### config.mk
export PLATFORM = sky130hd
export DESIGN_NAME = dmem_arbiter_flat
export DESIGN_NICKNAME = d
export VERILOG_FILES = /design/src/rtl/dmem_arb_pkg.sv /design/src/rtl/dmem_arbiter_if.sv /design/src/rtl/dmem_arb_rr.sv /design/src/rtl/dmem_arbiter.sv /design/src/flat_wrapper.sv
export SDC_FILE = /design/constraint.sdc
export NUM_CORES = 1
export LEC_CHECK = 0
export CAP_MARGIN = 0
export CORE_AREA = 2 2 143 145
export DETAILED_ROUTE_END_ITERATION = 16
export DIE_AREA = 0 0 145 147
export PLACE_DENSITY_LB_ADDON = 0.25
export SYNTH_ARGS = -nofsm -noshare
export SYNTH_HDL_FRONTEND = slang
export SYNTH_SLANG_ARGS = --single-unit
### constraint.sdc
create_clock -name clk -period 2.1 [get_ports clk]
set_input_delay 0.21 -clock clk [delete_from_list [all_inputs] [get_ports clk]]
set_output_delay 0.21 -clock clk [all_outputs]
set_load 0.005 [all_outputs]
### src/rtl/dmem_arb_pkg.sv
// Shared definitions for the two-port data-memory arbiter: FSM state encoding,
// port index constants and default bus widths.
// Configuration macro: DMEM_ARB_FIXED_PRI_EN (consumed by dmem_arb_rr).
package dmem_arb_pkg;

   // Default geometry: 64-bit data, 10-bit byte address.
   localparam int DMEM_DATA_W = 64;
   localparam int DMEM_ADDR_W = 10;

   // Port indices: 0 is the CPU, 1 is the debug/dump port.
   localparam logic PORT_CPU = 1'b0;
   localparam logic PORT_DBG = 1'b1;

   // Arbitration FSM: free arbitration or grant held by one port.
   typedef enum logic [1:0] {
      ARB_IDLE  = 2'd0,
      ARB_LOCK0 = 2'd1,
      ARB_LOCK1 = 2'd2
   } arb_state_e;

   // One-hot grant vector for a port index.
   function automatic logic [1:0] port_onehot(input logic port);
      return port ? 2'b10 : 2'b01;
   endfunction

   // Lock state that belongs to a port index.
   function automatic arb_state_e lock_state(input logic port);
      return port ? ARB_LOCK1 : ARB_LOCK0;
   endfunction

endpackage

### src/rtl/dmem_arbiter_if.sv
// Requester-side bus of the data-memory arbiter. Both ports are carried as
// 2-element packed vectors indexed by port number (0 = CPU, 1 = debug).
// master: the requesters (drive requests, receive grants and read data).
// slave:  the arbiter.
interface dmem_arbiter_if #(
   parameter int DATA_W = dmem_arb_pkg::DMEM_DATA_W,
   parameter int ADDR_W = dmem_arb_pkg::DMEM_ADDR_W
) ();

   logic [1:0]             req_i;
   logic [1:0]             lock_i;
   logic [1:0]             we_i;
   logic [1:0][ADDR_W-1:0] addr_i;
   logic [1:0][DATA_W-1:0] wdata_i;
   logic [1:0]             gnt_o;
   logic [1:0]             rvalid_o;
   logic [DATA_W-1:0]      rdata_o;

   modport master (
      output req_i, lock_i, we_i, addr_i, wdata_i,
      input  gnt_o, rvalid_o, rdata_o
   );

   modport slave (
      input  req_i, lock_i, we_i, addr_i, wdata_i,
      output gnt_o, rvalid_o, rdata_o
   );

endinterface

### src/rtl/dmem_arb_rr.sv
// Two-way grant selection for the data-memory arbiter.
// Default build: round-robin with a 1-bit preference pointer rr_q that the
// parent moves to the other port after every unlocked grant.
// With DMEM_ARB_FIXED_PRI_EN defined: CPU port always wins a tie and the
// pointer does not exist; the update inputs are then ignored.
module dmem_arb_rr
   import dmem_arb_pkg::*;
(
   input  logic       clk,
   input  logic       reset_b,
   input  logic [1:0] req_i,       // raw requests, port 0 = CPU
   input  logic       upd_i,       // an unlocked grant (or lock exit) happened
   input  logic       upd_port_i,  // port that was served
   output logic [1:0] gnt_o        // one-hot candidate grant
);

`ifdef DMEM_ARB_FIXED_PRI_EN

   // Fixed priority: CPU first, debug only when the CPU is quiet.
   always_comb begin
      gnt_o = 2'b00;
      if (req_i[PORT_CPU]) begin
         gnt_o = port_onehot(PORT_CPU);
      end else if (req_i[PORT_DBG]) begin
         gnt_o = port_onehot(PORT_DBG);
      end
   end

   // Pointer-maintenance inputs have no consumer in this build.
   logic unused_ok;
   assign unused_ok = &{1'b0, clk, reset_b, upd_i, upd_port_i};

`else

   logic rr_q;
   logic rr_d;

   // Next pointer: prefer the port that was not just served.
   always_comb begin
      // NOTE: every always_comb output gets a default first so no path leaves it unassigned (no latch).
      rr_d = rr_q;
      if (upd_i) begin
         rr_d = ~upd_port_i;
      end
   end

   // Pointer register, CPU preferred out of reset.
   always_ff @(posedge clk) begin
      // NOTE: state is only ever written with <= so every flop samples pre-edge values.
      if (!reset_b) begin
         rr_q <= PORT_CPU;
      end else begin
         rr_q <= rr_d;
      end
   end

   // Round-robin pick: a lone requester wins, a tie goes to rr_q.
   always_comb begin
      gnt_o = 2'b00;
      unique case (req_i)
         2'b01:   gnt_o = port_onehot(PORT_CPU);
         2'b10:   gnt_o = port_onehot(PORT_DBG);
         2'b11:   gnt_o = port_onehot(rr_q);
         default: gnt_o = 2'b00;
      endcase
   end

`endif

endmodule

### src/rtl/dmem_arbiter.sv
// Two-port (CPU / debug) arbiter in front of a single-port data memory.
// Grant is combinational in the request cycle and steers the granted port's
// command onto the memory bus. A port can lock the memory for consecutive
// cycles with lock_i. Read data comes back one cycle later on a shared bus,
// qualified per port by a registered one-hot tag (rvalid).
// Configuration macro: DMEM_ARB_FIXED_PRI_EN selects fixed CPU priority
// instead of round-robin (see dmem_arb_rr); lock behaviour is identical.
module dmem_arbiter
   import dmem_arb_pkg::*;
#(
   parameter int DATA_W = DMEM_DATA_W,
   parameter int ADDR_W = DMEM_ADDR_W
) (
   input  logic              clk,
   input  logic              reset_b,
   dmem_arbiter_if.slave     bus,
   output logic              mem_cs_o,
   output logic              mem_we_o,
   output logic [ADDR_W-1:0] mem_addr_o,
   output logic [DATA_W-1:0] mem_wdata_o,
   input  logic [DATA_W-1:0] mem_rdata_i
);

   arb_state_e state_q;
   arb_state_e state_d;
   logic [1:0] rvalid_q;
   logic [1:0] rvalid_d;

   logic [1:0] rr_gnt;     // candidate grant from free arbitration
   logic [1:0] gnt;        // final grant for this cycle
   logic       upd;        // move the round-robin pointer this cycle
   logic       upd_port;   // port the pointer moves away from
   logic       gnt_port;   // index of the granted port (valid when |gnt)

   dmem_arb_rr u_rr (
      .clk        (clk),
      .reset_b    (reset_b),
      .req_i      (bus.req_i),
      .upd_i      (upd),
      .upd_port_i (upd_port),
      .gnt_o      (rr_gnt)
   );

   // Lock FSM: picks between free arbitration and a held grant.
   always_comb begin
      state_d  = state_q;
      gnt      = 2'b00;
      upd      = 1'b0;
      upd_port = PORT_CPU;

      unique case (state_q)
         ARB_IDLE: begin
            gnt = rr_gnt;
            if (|rr_gnt) begin
               if (bus.lock_i[rr_gnt[PORT_DBG]]) begin
                  // Locked grant: pointer stays put until the lock is released.
                  state_d = lock_state(rr_gnt[PORT_DBG]);
               end else begin
                  upd      = 1'b1;
                  upd_port = rr_gnt[PORT_DBG];
               end
            end
         end

         ARB_LOCK0: begin
            // Only the CPU may be served; the exit cycle still serves it.
            gnt[PORT_CPU] = bus.req_i[PORT_CPU];
            if (!(bus.req_i[PORT_CPU] && bus.lock_i[PORT_CPU])) begin
               state_d  = ARB_IDLE;
               upd      = 1'b1;
               upd_port = PORT_CPU;
            end
         end

         ARB_LOCK1: begin
            // Only the debug port may be served; the exit cycle still serves it.
            gnt[PORT_DBG] = bus.req_i[PORT_DBG];
            if (!(bus.req_i[PORT_DBG] && bus.lock_i[PORT_DBG])) begin
               state_d  = ARB_IDLE;
               upd      = 1'b1;
               upd_port = PORT_DBG;
            end
         end

         default: begin
            state_d = ARB_IDLE;
         end
      endcase

      // No access may start while reset is held, whatever the requesters do.
      if (!reset_b) begin
         gnt = 2'b00;
      end
   end

   // Memory command mux and read-tag capture for the granted port.
   always_comb begin
      gnt_port    = gnt[PORT_DBG];
      mem_cs_o    = |gnt;
      mem_we_o    = mem_cs_o & bus.we_i[gnt_port];
      mem_addr_o  = bus.addr_i[gnt_port];
      mem_wdata_o = bus.wdata_i[gnt_port];
      // Only reads return data; the tag marks which port owns next cycle's rdata.
      rvalid_d    = gnt & ~bus.we_i;
   end

   // FSM state and read-response tag registers.
   always_ff @(posedge clk) begin
      if (!reset_b) begin
         state_q  <= ARB_IDLE;
         rvalid_q <= 2'b00;
      end else begin
         state_q  <= state_d;
         rvalid_q <= rvalid_d;
      end
   end

   // The tag is masked during reset so a read issued just before reset
   // never surfaces, not even in the reset cycle itself.
   assign bus.gnt_o    = gnt;
   assign bus.rvalid_o = rvalid_q & {2{reset_b}};
   assign bus.rdata_o  = mem_rdata_i;

   // Grant is at most one-hot and only to a requesting port.
   a_gnt_legal : assert property (@(posedge clk)
      $onehot0(gnt) && ((gnt & ~bus.req_i) == 2'b00));

   // Memory is selected exactly when a grant is issued.
   a_cs_matches_gnt : assert property (@(posedge clk)
      mem_cs_o == (gnt != 2'b00));

   // A write never raises a response tag.
   a_write_no_rvalid : assert property (@(posedge clk) disable iff (!reset_b)
      mem_we_o |=> (rvalid_q == 2'b00));

   // Nothing is granted while reset is held.
   a_reset_quiet : assert property (@(posedge clk)
      !reset_b |-> (gnt == 2'b00));

endmodule

### src/flat_wrapper.sv
// flat-port wrapper written by rule: the top's interface ports become plain ports
module dmem_arbiter_flat import dmem_arb_pkg::*;
#(
   parameter int DATA_W = DMEM_DATA_W,
   parameter int ADDR_W = DMEM_ADDR_W
)
  (clk, reset_b, mem_cs_o, mem_we_o, mem_addr_o, mem_wdata_o, mem_rdata_i, bus_req_i, bus_lock_i, bus_we_i, bus_addr_i, bus_wdata_i, bus_gnt_o, bus_rvalid_o, bus_rdata_o);
  dmem_arbiter_if #(.DATA_W(DATA_W), .ADDR_W(ADDR_W)) bus_i ();
  input  logic clk;
  input  logic reset_b;
  output logic mem_cs_o;
  output logic mem_we_o;
  output logic [ADDR_W-1:0] mem_addr_o;
  output logic [DATA_W-1:0] mem_wdata_o;
  input  logic [DATA_W-1:0] mem_rdata_i;
  input wire logic [$bits(bus_i.req_i)-1:0] bus_req_i;
  input wire logic [$bits(bus_i.lock_i)-1:0] bus_lock_i;
  input wire logic [$bits(bus_i.we_i)-1:0] bus_we_i;
  input wire logic [$bits(bus_i.addr_i)-1:0] bus_addr_i;
  input wire logic [$bits(bus_i.wdata_i)-1:0] bus_wdata_i;
  output wire logic [$bits(bus_i.gnt_o)-1:0] bus_gnt_o;
  output wire logic [$bits(bus_i.rvalid_o)-1:0] bus_rvalid_o;
  output wire logic [$bits(bus_i.rdata_o)-1:0] bus_rdata_o;
  assign bus_i.req_i = bus_req_i;
  assign bus_i.lock_i = bus_lock_i;
  assign bus_i.we_i = bus_we_i;
  assign bus_i.addr_i = bus_addr_i;
  assign bus_i.wdata_i = bus_wdata_i;
  assign bus_gnt_o = bus_i.gnt_o;
  assign bus_rvalid_o = bus_i.rvalid_o;
  assign bus_rdata_o = bus_i.rdata_o;
  dmem_arbiter #(.DATA_W(DATA_W), .ADDR_W(ADDR_W)) u_core (.clk(clk), .reset_b(reset_b), .bus(bus_i), .mem_cs_o(mem_cs_o), .mem_we_o(mem_we_o), .mem_addr_o(mem_addr_o), .mem_wdata_o(mem_wdata_o), .mem_rdata_i(mem_rdata_i));
endmodule
* Word-level counts from Yosys, hierarchy flattened *
Index checks and enable logic that the tools add are counted.

storage, ports and cells
  register bits after elaboration = 5
  output and inout port bits = 144

cells by class
  $lt $le $gt $ge = 2
  eq/ne operators = 9
  multiplexer cells = 27
  bitwise operators = 5
  reduce and logical (&&, ||, !) cells = 6

operator list
  operator                                                                  number
  64-bit two-way mux                                                        2
  10-bit two-way mux                                                        2
  2-bit two-way mux                                                         7
  2-bit case mux with 3 select lines                                        2
  1-bit two-way mux                                                         10
  2-bit == test (second input constant)                                     3
  1-bit case mux with 2 select lines                                        3
  2-bit AND                                                                 2
  2-bit by 1-bit == test with 1-bit output (second input constant)          2
  1-bit by 2-bit < comparator with 1-bit output (second input constant)     2
  2-bit by 1-bit inequality test with 1-bit output (second input constant)  2
  2-bit inequality test (second input constant)                             2
  4-bit AND reduction                                                       1
  2-bit OR reduction                                                        2
  1-bit case mux with 3 select lines                                        1
  1-bit logical AND                                                         2
  2-bit zero test                                                           1
  2-bit NOT                                                                 1
  1-bit AND                                                                 1
  1-bit NOT                                                                 1

* Logic depth before layout (Yosys ltp) *
  depth in word-level cells = 8
  mapped depth = 6
  gate-level depth less buffers = 3

* Modules after synthesis *
A second synthesis with hierarchy kept.

unflattened totals
  cell total of the unflattened synthesis = 183
  area total of the unflattened synthesis = 1760.4 um^2

by module, submodules not included
  module        instances  cells an instance  area each (um^2)
  dmem_arbiter  1          177                1707.9
  dmem_arb_rr   1          6                  52.6

* Least setup slack after synthesis *
OpenSTA, ideal clock, no wires.

  path kind = register to output
  start point = register u_core.state_q[1]
  end point = output port mem_wdata_o[57]
  arrival = 1.326 ns
  data required time = 1.890 ns
  setup slack = 0.564 ns
  cell stages (with the launch flop) = 7
  buffers on the path = 3
  path through = dfxtp_1 -> nand2b_1 -> o211a_1 -> buf_6 -> buf_6 -> buf_6 -> mux2_4

between the ends
  longest elaborated chain between the ends = 5

ends and longest elaborated chain
  item                                                       line                 text
  start: declaration                                         dmem_arbiter.sv:24   arb_state_e state_q;
  start signal: assignment                                   dmem_arbiter.sv:113  state_q <= state_d;
  2-bit == test / 2-bit zero test (equally long branches)    dmem_arbiter.sv:51   unique case (state_q)
  1-bit case mux with 2 select lines (*)                     dmem_arbiter.sv:51
  2-bit two-way mux (*)                                      dmem_arbiter.sv:91   if (!reset_b) begin
  net bus_gnt_o[1]                                           flat_wrapper.sv:21   output wire logic [$bits(bus_i.gnt_o)-1:0] bus_gnt_o;
  64-bit two-way mux (not written as such) (*) (2 in a row)  dmem_arbiter.sv:102  mem_wdata_o = bus.wdata_i[gnt_port];
  end: declaration                                           flat_wrapper.sv:14   output logic [DATA_W-1:0] mem_wdata_o;

Mark *: on every way through the listed nets, which the timed path passes. The rest lies on a longest branch. The select of a mux whose other input is x is not followed.

* Worst setup path after layout *
  start point = register u_core.state_q[1]
  end point = output port mem_wdata_o[0]

between the ends
  longest elaborated chain between the ends = 5

ends and longest elaborated chain
  item                                                       line
  2-bit == test / 2-bit zero test (equally long branches)    dmem_arbiter.sv:51
  1-bit case mux with 2 select lines (*)                     dmem_arbiter.sv:51
  2-bit two-way mux (*)                                      dmem_arbiter.sv:91
  64-bit two-way mux (not written as such) (*) (2 in a row)  dmem_arbiter.sv:102

Mark *: on every way between the ends. The rest lies on a longest branch, timed or not. The select of a mux whose other input is x is not followed.

==> impl_metrics.env <==
export IMPL_clk_latency_ns=0.23
export IMPL_ir_drop_uv=178.1
export IMPL_antenna_left=0
export IMPL_maxCapViolations=0
export IMPL_wire_per_inst_um=13.56
export IMPL_postPlaceCellArea_sq_um=3875
export IMPL_globalplace_congestion=0.7777
export IMPL_cts_sinks=5
export IMPL_worst_slew_pin_slew_ns=0.2275
export IMPL_crit_start="u_core.state_q[1]"
export IMPL_r2r_start="u_core.state_q[1]"
export IMPL_crit_slowest_cell="dfxtp_2"
export IMPL_path_clk_slew_ns=0.03
export IMPL_yosysWarnings=0
export IMPL_syn_to_final_growth_pct=145.6
export IMPL_relSlewSlack=0.8483
export IMPL_start_kind="register"
export IMPL_final_hold_viol_count=0
export IMPL_post_route_cell_area_sq_um=3983
export IMPL_cts_tree="built"
export IMPL_antenna_found_initial=0
export IMPL_grt_pass1_wl_um=12300
export IMPL_grt_max_degree=15
export IMPL_synth_avg_cell_area_sq_um=9.428
export IMPL_end_kind="primary output"
export IMPL_coreArea_sq_um=19840
export IMPL_hp_start="mem_rdata_i[13]"
export IMPL_crit_top_cell="buf_12"
export IMPL_routed_via_count=1966
export IMPL_fmax_mhz=489.9
export IMPL_tns_ns=0
export IMPL_synth_cell_types=18
export IMPL_viasPerCell=3.111
export IMPL_critPathKind="reg -> out"
export IMPL_fin_crit_sh=0.9721
export IMPL_htree_levels=1
export IMPL_clock_path_buffers=2
export IMPL_synthesis_area_sq_um=1622
export IMPL_synth_fp_nets=392
export IMPL_rsz0062_at_grt="no"
export IMPL_holdCritPathClass="in -> out"
export IMPL_yosysSeqAreaShare=0.06173
export IMPL_drive_gt1_frac=0.4061
export IMPL_slew_violations=0
export IMPL_cts_buffers=3
export IMPL_numPortBuffers=235
export IMPL_drc=0
export IMPL_setup_viol=0
export IMPL_initial_utilization=0.08171
export IMPL_worstPathArrival_ns=1.83
export IMPL_leakage_nw=1.610
export IMPL_cp_cell_sequence="nand2b_4 -> o211a_4 -> buf_12 -> buf_12 -> buf_16 -> mux2_2 -> clkdlybuf4s15_1"
export IMPL_firstDrtPassIters=5
export IMPL_grt_overflow_total=0
export IMPL_min_period_ns=2.041
export IMPL_core_rowCount=52
export IMPL_path_max_fanout=14
export IMPL_die_w_um=145
export IMPL_netlist_instances=172
export IMPL_dp_hpwl_um=6644
export IMPL_outcome="finished clean"
export IMPL_yosys_register_bits=5
export IMPL_root_buffer="clkbuf_16"
export IMPL_grtUsageTotal=0.07360
export IMPL_grt_pass1_vias=2148
export IMPL_drtIter0Drc=15
export IMPL_clock_skew_final_ns=0.002492
export IMPL_num_nets_final=583
export IMPL_dieArea_sq_um=21320
export IMPL_ios=364
export IMPL_final_common_cell="clkdlybuf4s50_1"
export IMPL_slowest_delay_ns=0.32
export IMPL_die_h_um=147
export IMPL_holdBufCountCts=0
export IMPL_routed_wl_um=8568
export IMPL_n_antenna_cell=0
export IMPL_layout_common_cells="155 x clkdlybuf4s50_1, 69 x mux2_2, 39 x clkbuf_2"
export IMPL_power_density_nw_per_um2=291.9
export IMPL_cp_required_ns=1.89
[cells by family after synthesis]
kind of cell           count (synthesis)  share of synthesized area
DFF                                    5                    0.06173
and+or+nand+nor                       11                    0.03936
AOI/OAI and AO/OA                      7                    0.03318
buffers and inverters                 75                     0.3403
muxes                                 74                     0.5255
[power by group]
part	internal (mW)	switching, mW
sequential	0.101	0.00380
combinational	0.536	0.207
clock	0.252	0.0631
[flip-flops by register name, summed over array words and instances (netlist names)]
register,count
u_core.rvalid_q,2
u_core.state_q,2
u_core.u_rr.rr_q,1
[stage by stage]
stage / total power, mW / setup slack [ns] / util / hold slack [ns] / instances
final: 1.163 / 0.05864 / 0.2007 / 0.4200 / 632
after global routing: 1.228 / 0.009719 / 0.2007 / 0.4200 / 632
after CTS: 1.214 / -0.01632 / 0.2100 / 0.4200 / 632
after detailed placement: 0.8824 / -0.3926 / 0.1953 / 0.4200 / 614
after global placement: 0.8816 / -0.4150 / 0.1953 / 0.4200 / 614
after floorplan: 0.4110 / 0.5638 / - / 0.2816 / 172
[critical path: cells and delay by family, from the launching register on]
kind	cells	cell delay (ns)
buf+inv	4	0.60
mux	1	0.26
simple gates	1	0.14
compound gates	1	0.27
flops	1	0.32
[cells in the mapped netlist]
| cell | number | share of area |
|---|---|---|
| a22o_1 | 1 | 0.0054 |
| and2_1 | 4 | 0.015 |
| inv_1 | 2 | 0.0046 |
| o211a_1 | 1 | 0.0062 |
| buf_6 | 3 | 0.021 |
| mux2_4 | 5 | 0.046 |
| or2_1 | 1 | 0.0039 |
| a21oi_1 | 2 | 0.0062 |
| nor2b_1 | 3 | 0.012 |
| nor2_1 | 2 | 0.0046 |
| dfxtp_1 | 5 | 0.062 |
| mux2_2 | 69 | 0.48 |
| a221oi_1 | 1 | 0.0054 |
| buf_2 | 6 | 0.019 |
| nand2b_1 | 1 | 0.0039 |
| a211oi_1 | 1 | 0.0046 |
| a211o_1 | 1 | 0.0054 |
| buf_4 | 64 | 0.30 |
[routing by layer]
layer,up-vias,global-route usage,wire length (um)
li1,911,-,-
met1,890,0.08059,3184
met2,141,0.1390,4458
met3,24,0.01801,692
met4,0,0.02376,233
met5,-,0,0
[repair_timing]
| action | in CTS | in global routing |
|---|---|---|
| cloned | 4 | 0 |
| pin swaps | 1 | 1 |
| hold endpoints to repair | 0 | 0 |
| endpoints found under the setup margin | 77 | 24 |
| setup buffers | 10 | 0 |
| resized for setup | 123 | 50 |
[cell type report]
cell class / count / area, sq um
clock buffers: 4 / 78.83
inverters: 2 / 7.507
multi-input cells: 92 / 997.2
fillers: 2208 / 15860
well taps: 270 / 337.8
flip-flops and latches: 5 / 102.6
repair buffers: 259 / 2459
[path summary, 6_finish.rpt]
path	endpoint	slack [ns]	cells after the start
setup / recovery	mem_wdata_o[0]	0.06	7
hold / removal	bus_rdata_o[13]	0.42	0
setup reg to reg	u_core.state_q[1]	0.70	6
hold reg to reg	u_core.u_rr.rr_q	0.52	2
Note: power is estimated with default switching activity, not from simulation.
